`src/rtl/mem_arb_pkg.sv`:
```
// Shared types and constants for the IF/LS memory port arbiter.
// FSM states, owner encoding and counter widths.
package mem_arb_pkg;

  typedef enum logic [1:0] {
    IDLE = 2'd0,
    WAIT = 2'd1,
    RESP = 2'd2
  } state_t;

  typedef enum logic {
    OWN_IF = 1'b0,
    OWN_LS = 1'b1
  } owner_t;

  localparam int BE_W     = 4;
  localparam int CNT_W    = 3;
  localparam int STARVE_W = 4;

  localparam logic [BE_W-1:0] BE_FULL = 4'hF;

endpackage

```
`src/rtl/mem_port_arbiter_if.sv`:
```
// Requester and memory-side bundle of the memory port arbiter.
// slave: arbiter view; master: core/memory view.
interface mem_port_arbiter_if
  import mem_arb_pkg::*;
#(
  parameter int DATA_W = 32
);

  logic              if_req;
  logic [DATA_W-1:0] if_addr;
  logic              if_gnt;
  logic              if_rvalid;
  logic [DATA_W-1:0] if_rdata;

  logic              ls_req;
  logic              ls_we;
  logic [BE_W-1:0]   ls_be;
  logic [DATA_W-1:0] ls_addr;
  logic [DATA_W-1:0] ls_wdata;
  logic              ls_gnt;
  logic              ls_rvalid;
  logic [DATA_W-1:0] ls_rdata;

  logic              mem_en;
  logic              mem_we;
  logic [BE_W-1:0]   mem_be;
  logic [DATA_W-3:0] mem_addr;
  logic [DATA_W-1:0] mem_wdata;
  logic [DATA_W-1:0] mem_rdata;

  logic              busy;

  modport slave (
    input  if_req, if_addr,
    input  ls_req, ls_we, ls_be, ls_addr, ls_wdata,
    input  mem_rdata,
    output if_gnt, if_rvalid, if_rdata,
    output ls_gnt, ls_rvalid, ls_rdata,
    output mem_en, mem_we, mem_be, mem_addr, mem_wdata,
    output busy
  );

  modport master (
    output if_req, if_addr,
    output ls_req, ls_we, ls_be, ls_addr, ls_wdata,
    output mem_rdata,
    input  if_gnt, if_rvalid, if_rdata,
    input  ls_gnt, ls_rvalid, ls_rdata,
    input  mem_en, mem_we, mem_be, mem_addr, mem_wdata,
    input  busy
  );

endinterface

```
`src/rtl/mem_port_arbiter_prio.sv`:
```
// LS-priority winner select with an IF starvation guard.
// starve_cnt counts LS wins while IF waits; saturates at the limit.
module arb_prio_starve
  import mem_arb_pkg::*;
#(
  parameter int STARVE_LIMIT = 4
) (
  input  logic clk,
  input  logic rst_n,
  input  logic if_req,
  input  logic ls_req,
  input  logic grant_en,
  output logic sel_ls
);

  localparam logic [STARVE_W-1:0] LIMIT =
    STARVE_W'(STARVE_LIMIT);

  logic [STARVE_W-1:0] starve_cnt;
  logic                starved;
  logic                take;

  assign starved = (starve_cnt >= LIMIT);
  assign sel_ls  = ls_req && !(if_req && starved);
  assign take    = grant_en && (if_req || ls_req);

  // Count LS wins over a waiting IF; clear on IF wins or lone LS.
  always_ff @(posedge clk or negedge rst_n) begin
    if (!rst_n) begin
      starve_cnt <= '0;
    end else if (take) begin
      if (sel_ls && if_req) begin
        if (!starved)
          starve_cnt <= starve_cnt + 1'b1;
      end else begin
        starve_cnt <= '0;
      end
    end
  end

endmodule

```
`src/rtl/mem_port_arbiter.sv`:
```
// Single-port RAM arbiter between instruction fetch and load/store.
// One outstanding access, fixed read latency, LS priority.
module mem_port_arbiter
  import mem_arb_pkg::*;
#(
  parameter int DATA_W       = 32,
  parameter int MEM_LATENCY  = 1,
  parameter int STARVE_LIMIT = 4
) (
  input  logic clk,
  input  logic rst_n,
  mem_port_arbiter_if.slave bus
);

  localparam logic [CNT_W-1:0] LAT_M1 =
    CNT_W'(MEM_LATENCY - 1);

  state_t          state;
  owner_t          owner;
  logic            owner_we;
  logic [CNT_W-1:0] cnt;
  logic            if_rv;
  logic            ls_rv;
  logic            busy_q;

  logic grant_en;
  logic sel_ls;
  logic take;

  // Grants only from IDLE and never while reset is asserted.
  assign grant_en = rst_n && (state == IDLE);
  assign take     = grant_en && (bus.if_req || bus.ls_req);

  arb_prio_starve #(
    .STARVE_LIMIT(STARVE_LIMIT)
  ) u_prio (
    .clk     (clk),
    .rst_n   (rst_n),
    .if_req  (bus.if_req),
    .ls_req  (bus.ls_req),
    .grant_en(grant_en),
    .sel_ls  (sel_ls)
  );

  // Same-cycle grant: route the winner onto the memory port.
  always_comb begin
    bus.if_gnt    = 1'b0;
    bus.ls_gnt    = 1'b0;
    bus.mem_en    = 1'b0;
    bus.mem_we    = 1'b0;
    bus.mem_be    = '0;
    bus.mem_addr  = '0;
    bus.mem_wdata = '0;
    if (take) begin
      bus.mem_en = 1'b1;
      if (sel_ls) begin
        bus.ls_gnt    = 1'b1;
        bus.mem_we    = bus.ls_we;
        bus.mem_be    = bus.ls_be;
        bus.mem_addr  = bus.ls_addr[DATA_W-1:2];
        bus.mem_wdata = bus.ls_wdata;
      end else begin
        bus.if_gnt   = 1'b1;
        bus.mem_be   = BE_FULL;
        bus.mem_addr = bus.if_addr[DATA_W-1:2];
      end
    end
  end

  // Transaction FSM: rvalid lands exactly MEM_LATENCY after grant.
  always_ff @(posedge clk or negedge rst_n) begin
    if (!rst_n) begin
      state    <= IDLE;
      owner    <= OWN_IF;
      owner_we <= 1'b0;
      cnt      <= '0;
      if_rv    <= 1'b0;
      ls_rv    <= 1'b0;
      busy_q   <= 1'b0;
    end else begin
      if_rv <= 1'b0;
      ls_rv <= 1'b0;
      unique case (state)
        IDLE: begin
          if (take) begin
            owner    <= sel_ls ? OWN_LS : OWN_IF;
            owner_we <= sel_ls && bus.ls_we;
            cnt      <= LAT_M1;
            busy_q   <= 1'b1;
            if (LAT_M1 == '0) begin
              state <= RESP;
              if_rv <= !sel_ls;
              ls_rv <= sel_ls;
            end else begin
              state <= WAIT;
            end
          end
        end
        WAIT: begin
          cnt <= cnt - 1'b1;
          if (cnt == CNT_W'(1)) begin
            state <= RESP;
            if_rv <= (owner == OWN_IF);
            ls_rv <= (owner == OWN_LS);
          end
        end
        RESP: begin
          state  <= IDLE;
          busy_q <= 1'b0;
        end
        default: begin
          state  <= IDLE;
          busy_q <= 1'b0;
        end
      endcase
    end
  end

  assign bus.if_rvalid = if_rv;
  assign bus.ls_rvalid = ls_rv;
  assign bus.busy      = busy_q;
  assign bus.if_rdata  = if_rv ? bus.mem_rdata : '0;
  assign bus.ls_rdata  = (ls_rv && !owner_we) ?
                         bus.mem_rdata : '0;

  logic unused_addr_lsb;
  assign unused_addr_lsb =
    ^{bus.if_addr[1:0], bus.ls_addr[1:0]};

`ifndef SYNTHESIS
  logic                       if_pend;
  logic                       ls_pend;
  logic [DATA_W*2+BE_W:0]     ls_q;

  // Remember who was waiting and the LS fields they presented.
  always_ff @(posedge clk or negedge rst_n) begin
    if (!rst_n) begin
      if_pend <= 1'b0;
      ls_pend <= 1'b0;
      ls_q    <= '0;
    end else begin
      if_pend <= bus.if_req && !bus.if_gnt;
      ls_pend <= bus.ls_req && !bus.ls_gnt;
      ls_q    <= {bus.ls_we, bus.ls_be,
                  bus.ls_addr, bus.ls_wdata};
    end
  end

  // Requests must hold, with stable LS fields, until granted.
  always @(posedge clk) begin
    if (rst_n && if_pend)
      a_if_hold: assert (bus.if_req);
    if (rst_n && ls_pend)
      a_ls_hold: assert (bus.ls_req &&
        ({bus.ls_we, bus.ls_be, bus.ls_addr,
          bus.ls_wdata} == ls_q));
  end
`endif

endmodule
```
`src/flat_wrapper.sv`:
```
// flat-port wrapper written by rule: the top's interface ports become plain ports
module mem_port_arbiter_flat import mem_arb_pkg::*;
#(
  parameter int DATA_W       = 32,
  parameter int MEM_LATENCY  = 1,
  parameter int STARVE_LIMIT = 4
)
  (clk, rst_n, bus_if_req, bus_if_addr, bus_ls_req, bus_ls_we, bus_ls_be, bus_ls_addr, bus_ls_wdata, bus_mem_rdata, bus_if_gnt, bus_if_rvalid, bus_if_rdata, bus_ls_gnt, bus_ls_rvalid, bus_ls_rdata, bus_mem_en, bus_mem_we, bus_mem_be, bus_mem_addr, bus_mem_wdata, bus_busy);
  mem_port_arbiter_if #(.DATA_W(DATA_W)) bus_i ();
  input  logic clk;
  input  logic rst_n;
  input wire logic [$bits(bus_i.if_req)-1:0] bus_if_req;
  input wire logic [$bits(bus_i.if_addr)-1:0] bus_if_addr;
  input wire logic [$bits(bus_i.ls_req)-1:0] bus_ls_req;
  input wire logic [$bits(bus_i.ls_we)-1:0] bus_ls_we;
  input wire logic [$bits(bus_i.ls_be)-1:0] bus_ls_be;
  input wire logic [$bits(bus_i.ls_addr)-1:0] bus_ls_addr;
  input wire logic [$bits(bus_i.ls_wdata)-1:0] bus_ls_wdata;
  input wire logic [$bits(bus_i.mem_rdata)-1:0] bus_mem_rdata;
  output wire logic [$bits(bus_i.if_gnt)-1:0] bus_if_gnt;
  output wire logic [$bits(bus_i.if_rvalid)-1:0] bus_if_rvalid;
  output wire logic [$bits(bus_i.if_rdata)-1:0] bus_if_rdata;
  output wire logic [$bits(bus_i.ls_gnt)-1:0] bus_ls_gnt;
  output wire logic [$bits(bus_i.ls_rvalid)-1:0] bus_ls_rvalid;
  output wire logic [$bits(bus_i.ls_rdata)-1:0] bus_ls_rdata;
  output wire logic [$bits(bus_i.mem_en)-1:0] bus_mem_en;
  output wire logic [$bits(bus_i.mem_we)-1:0] bus_mem_we;
  output wire logic [$bits(bus_i.mem_be)-1:0] bus_mem_be;
  output wire logic [$bits(bus_i.mem_addr)-1:0] bus_mem_addr;
  output wire logic [$bits(bus_i.mem_wdata)-1:0] bus_mem_wdata;
  output wire logic [$bits(bus_i.busy)-1:0] bus_busy;
  assign bus_i.if_req = bus_if_req;
  assign bus_i.if_addr = bus_if_addr;
  assign bus_i.ls_req = bus_ls_req;
  assign bus_i.ls_we = bus_ls_we;
  assign bus_i.ls_be = bus_ls_be;
  assign bus_i.ls_addr = bus_ls_addr;
  assign bus_i.ls_wdata = bus_ls_wdata;
  assign bus_i.mem_rdata = bus_mem_rdata;
  assign bus_if_gnt = bus_i.if_gnt;
  assign bus_if_rvalid = bus_i.if_rvalid;
  assign bus_if_rdata = bus_i.if_rdata;
  assign bus_ls_gnt = bus_i.ls_gnt;
  assign bus_ls_rvalid = bus_i.ls_rvalid;
  assign bus_ls_rdata = bus_i.ls_rdata;
  assign bus_mem_en = bus_i.mem_en;
  assign bus_mem_we = bus_i.mem_we;
  assign bus_mem_be = bus_i.mem_be;
  assign bus_mem_addr = bus_i.mem_addr;
  assign bus_mem_wdata = bus_i.mem_wdata;
  assign bus_busy = bus_i.busy;
  mem_port_arbiter #(.DATA_W(DATA_W), .MEM_LATENCY(MEM_LATENCY), .STARVE_LIMIT(STARVE_LIMIT)) u_core (.clk(clk), .rst_n(rst_n), .bus(bus_i));
endmodule
```
`config.mk`:
```
export PLATFORM = sky130hd
export DESIGN_NAME = mem_port_arbiter_flat
export DESIGN_NICKNAME = d
export VERILOG_FILES = /design/src/rtl/mem_arb_pkg.sv /design/src/rtl/mem_port_arbiter_if.sv /design/src/rtl/mem_port_arbiter_prio.sv /design/src/rtl/mem_port_arbiter.sv /design/src/flat_wrapper.sv
export SDC_FILE = /design/constraint.sdc
export NUM_CORES = 1
export LEC_CHECK = 0
export CAP_MARGIN = 25
export CELL_PAD_IN_SITES_DETAIL_PLACEMENT = 2
export CELL_PAD_IN_SITES_GLOBAL_PLACEMENT = 2
export CORE_UTILIZATION = 10
export CTS_CLUSTER_SIZE = 40
export DETAILED_ROUTE_END_ITERATION = 6
export PLACE_DENSITY = 0.95
export SLEW_MARGIN = 20
export SYNTH_ARGS = -nofsm -noshare
export SYNTH_HDL_FRONTEND = slang
export SYNTH_SLANG_ARGS = --single-unit
```
`constraint.sdc`:
```
create_clock -name clk -period 2.55 [get_ports clk]
set_input_delay 0.51 -clock clk [delete_from_list [all_inputs] [get_ports clk]]
set_output_delay 0.51 -clock clk [all_outputs]
set_load 0.05 [all_outputs]
```
==> results.tsv <==
stage	metric	value	unit
cells_and_area	stdcell_area	5520	µm²
detailed_routing	drtIter0Drc	42	
synth	synth_most_common_cell	and2_1	
cells_and_area	seq_area	200	µm²
synth	synth-edff-count	0	
setup_path	regToRegEndpoint	u_core.u_prio.starve_cnt[0]$_DFFE_PN0P_	
place	gp_congestion	0.747	
setup_path	r2r_start	u_core.bus.busy$_DFFE_PN0P_	
synth	synth_cells	174	
synth	synth-seq-cells	8	
cts	clock_sinks	8	
setup_path	crit_required	2.04	ns
place	place_area	5280	µm²
timing	fin_crit_sh	97.4	%
pwr	p_leak	2.37	nW
cts	cts.htree.levels	1	
timing	fmax	0.403	GHz
global_route	grt_pass1_wl	16200	µm
synth	ys_warn_count	0	
floorplan	pin_count	274	
cells_and_area	num_antenna_cells	0	
pwr	ir_worst_vdd	0.157	mV
cells_and_area	multi_input_area	1100	µm²
cts	cts_buffer_depth	2	
cells_and_area	final_util	41.9	%
place	dp_hpwl	9500	µm
synth	synth_ff_type	dfrtp_1	
place	place_inst	613	
outcome	status	finished clean	
global_route	grt_overflow	0	
cells_and_area	finalNetCount	585	
place	place_ws	-0.0598	ns
timing	fin_skew	0.00225	ns
detailed_routing	first_pass_iters	4	
cts	clk_latency	0.23	ns
synth	synth_area_leaders	and2_1, a22o_1, dfrtp_1, buf_6, buf_2	
cells_and_area	n_fill_cell	1317	
timing	worst_slew_pin_slew	0.533	ns
cells_and_area	finalNonFillerCells	621	
setup_path	r2r_cells	4	
floorplan	start_util	10.2	%
timing	setup_slack	0.0672	ns
timing	hold-worst-slack	0.292	ns
flow_run	cap_violations	0	
cts	hold_buffers	0	
setup_path	r2r_setup_slack	1.30	ns
pwr	power	1.52	mW
setup_path	critPathCaptureType	output port	
global_route	grt_pass1_vias	2835	
timing	setup_tns	0	ns
synth	ys_async_sr_fraction	100	%
min_path	hold_class	primary input to async pin	
detailed_routing	vias_per_cell	4.00	
timing	finalHoldViolations	0	
timing	rsz0062_at_grt	false	
global_route	grt_usage	14.8	%
synth	synth_cell_type_count	20	
cells_and_area	area_delta_synth_final	310	%
cts	root_buffer	clkbuf_16	
global_route	grt_max_degree	36	
synth	yosys-top-cells-count	and2_1, a22o_1, dfrtp_1	
synth	synth_top_area_share	45.6	%
detailed_routing	wire_per_inst	18.0	µm
detailed_routing	vias	2483	
global_route	antenna_found_initial	0	
setup_path	startpoint_type	primary input	
place	port_buffers	269	
cts	path_clk_slew	0.04	ns
synth	synth_area	1350	µm²
timing	finalCriticalPeriod	2.48	ns
timing	relSlewSlack	64.3	%
cells_and_area	drive_gt1_share	36.4	%
setup_path	cp_max_fo	9	
floorplan	dieHeight	118	µm
detailed_routing	final_antenna_net_count	0	
detailed_routing	wl	11200	µm
setup_path	crit_type	primary input to output port	
floorplan	design.die.area	13900	µm²
synth	yosysTopAreaCell	and2_1	
floorplan	core	13200	µm²
detailed_routing	drcViolationCount	0	
synth	yosysSeqAreaShare	14.9	%
floorplan	dieWidth	118	µm
cts	cts_tree	yes	
setup_path	arrival	1.97	ns
synth	synth_area_per_cell	7.73	µm²
timing	slew_violations	0	
pwr	power.density	275	nW/µm²
synth	postSynthNetCount	312	
floorplan	rows	42	
timing	finalSetupViolations	0	
cts	cts_buffers	3	
## critical path: stages
cell	delay (ns)
clkdlybuf4s50_1	0.55
buf_4	0.16
a21oi_4	0.06
buf_12	0.15
clkbuf_16	0.16
a22o_1	0.22
buf_12	0.16
## cell type report
cell class	count	share of cell area [%]
flip-flops and latches	8	3.63
repair buffers	284	71.0
clock buffers	3	1.36
inverters	2	0.136
multi-input cells	148	19.9
well taps	176	3.99
## routing by layer
metal | routed length [µm] | track usage (%)
met2 | 6460 | 31.1
met5 | 0 | 0
met3 | 989 | 4.36
met4 | 74 | 3.04
met1 | 3660 | 13.6
## state kept, by name, summed over array words and instances (netlist names)
register / cells
u_core.bus.ls_rvalid: 1
u_core.owner_we: 1
u_core.bus.if_rvalid: 1
u_core.bus.busy: 1
u_core.u_prio.starve_cnt: 4
## cells in the final DEF, fill, tap and decap left out, drive strengths merged
master and count:
nand3b 1, buf 146, clkbuf 6, nor2 1
and3 2, ha 1, a21oi 2, and4 1
and2 98, nor2b 2, clkdlybuf4s50 133, a21o 4
mux2 1, a22o 33, dlymetal6s2s 2, inv 2
o21ai 2, dfrtp 8
## how the worst max path moves through the flow
stage / from / endpoint / depth (start not counted)
2_1_floorplan: u_core.bus.busy$_DFFE_PN0P_ / bus_mem_addr[24] / 4
3_3_place_gp: rst_n / bus_mem_addr[15] / 6
3_5_place_dp: rst_n / bus_mem_addr[16] / 6
4_1_cts: rst_n / bus_mem_addr[4] / 6
5_1_grt: bus_ls_req / bus_mem_addr[9] / 7
6_report: bus_ls_req / bus_mem_addr[8] / 7
## power breakdown
part | switching, mW | internal, mW
clock | 0.0599 | 0.202
combinational | 0.536 | 0.577
sequential | 0.00670 | 0.137
## kinds of logic after synthesis
logic type,Yosys count,synth area share (%)
AO/OA/AOI/OAI,41,26.0
adder cells (fa/ha/maj),1,0.930
buffers and inverters,18,7.81
flip-flops,8,14.9
multiplexers,1,0.837
AND/OR/NAND/NOR,105,49.5
## repair_timing
action / in CTS / in global routing
endpoints found under the setup margin: 41 / 47
resized for setup: 4 / 5
pin swaps: 2 / 1
setup buffers: 0 / 1
cloned: 0 / 4
Power figures use the tool's default switching activity.
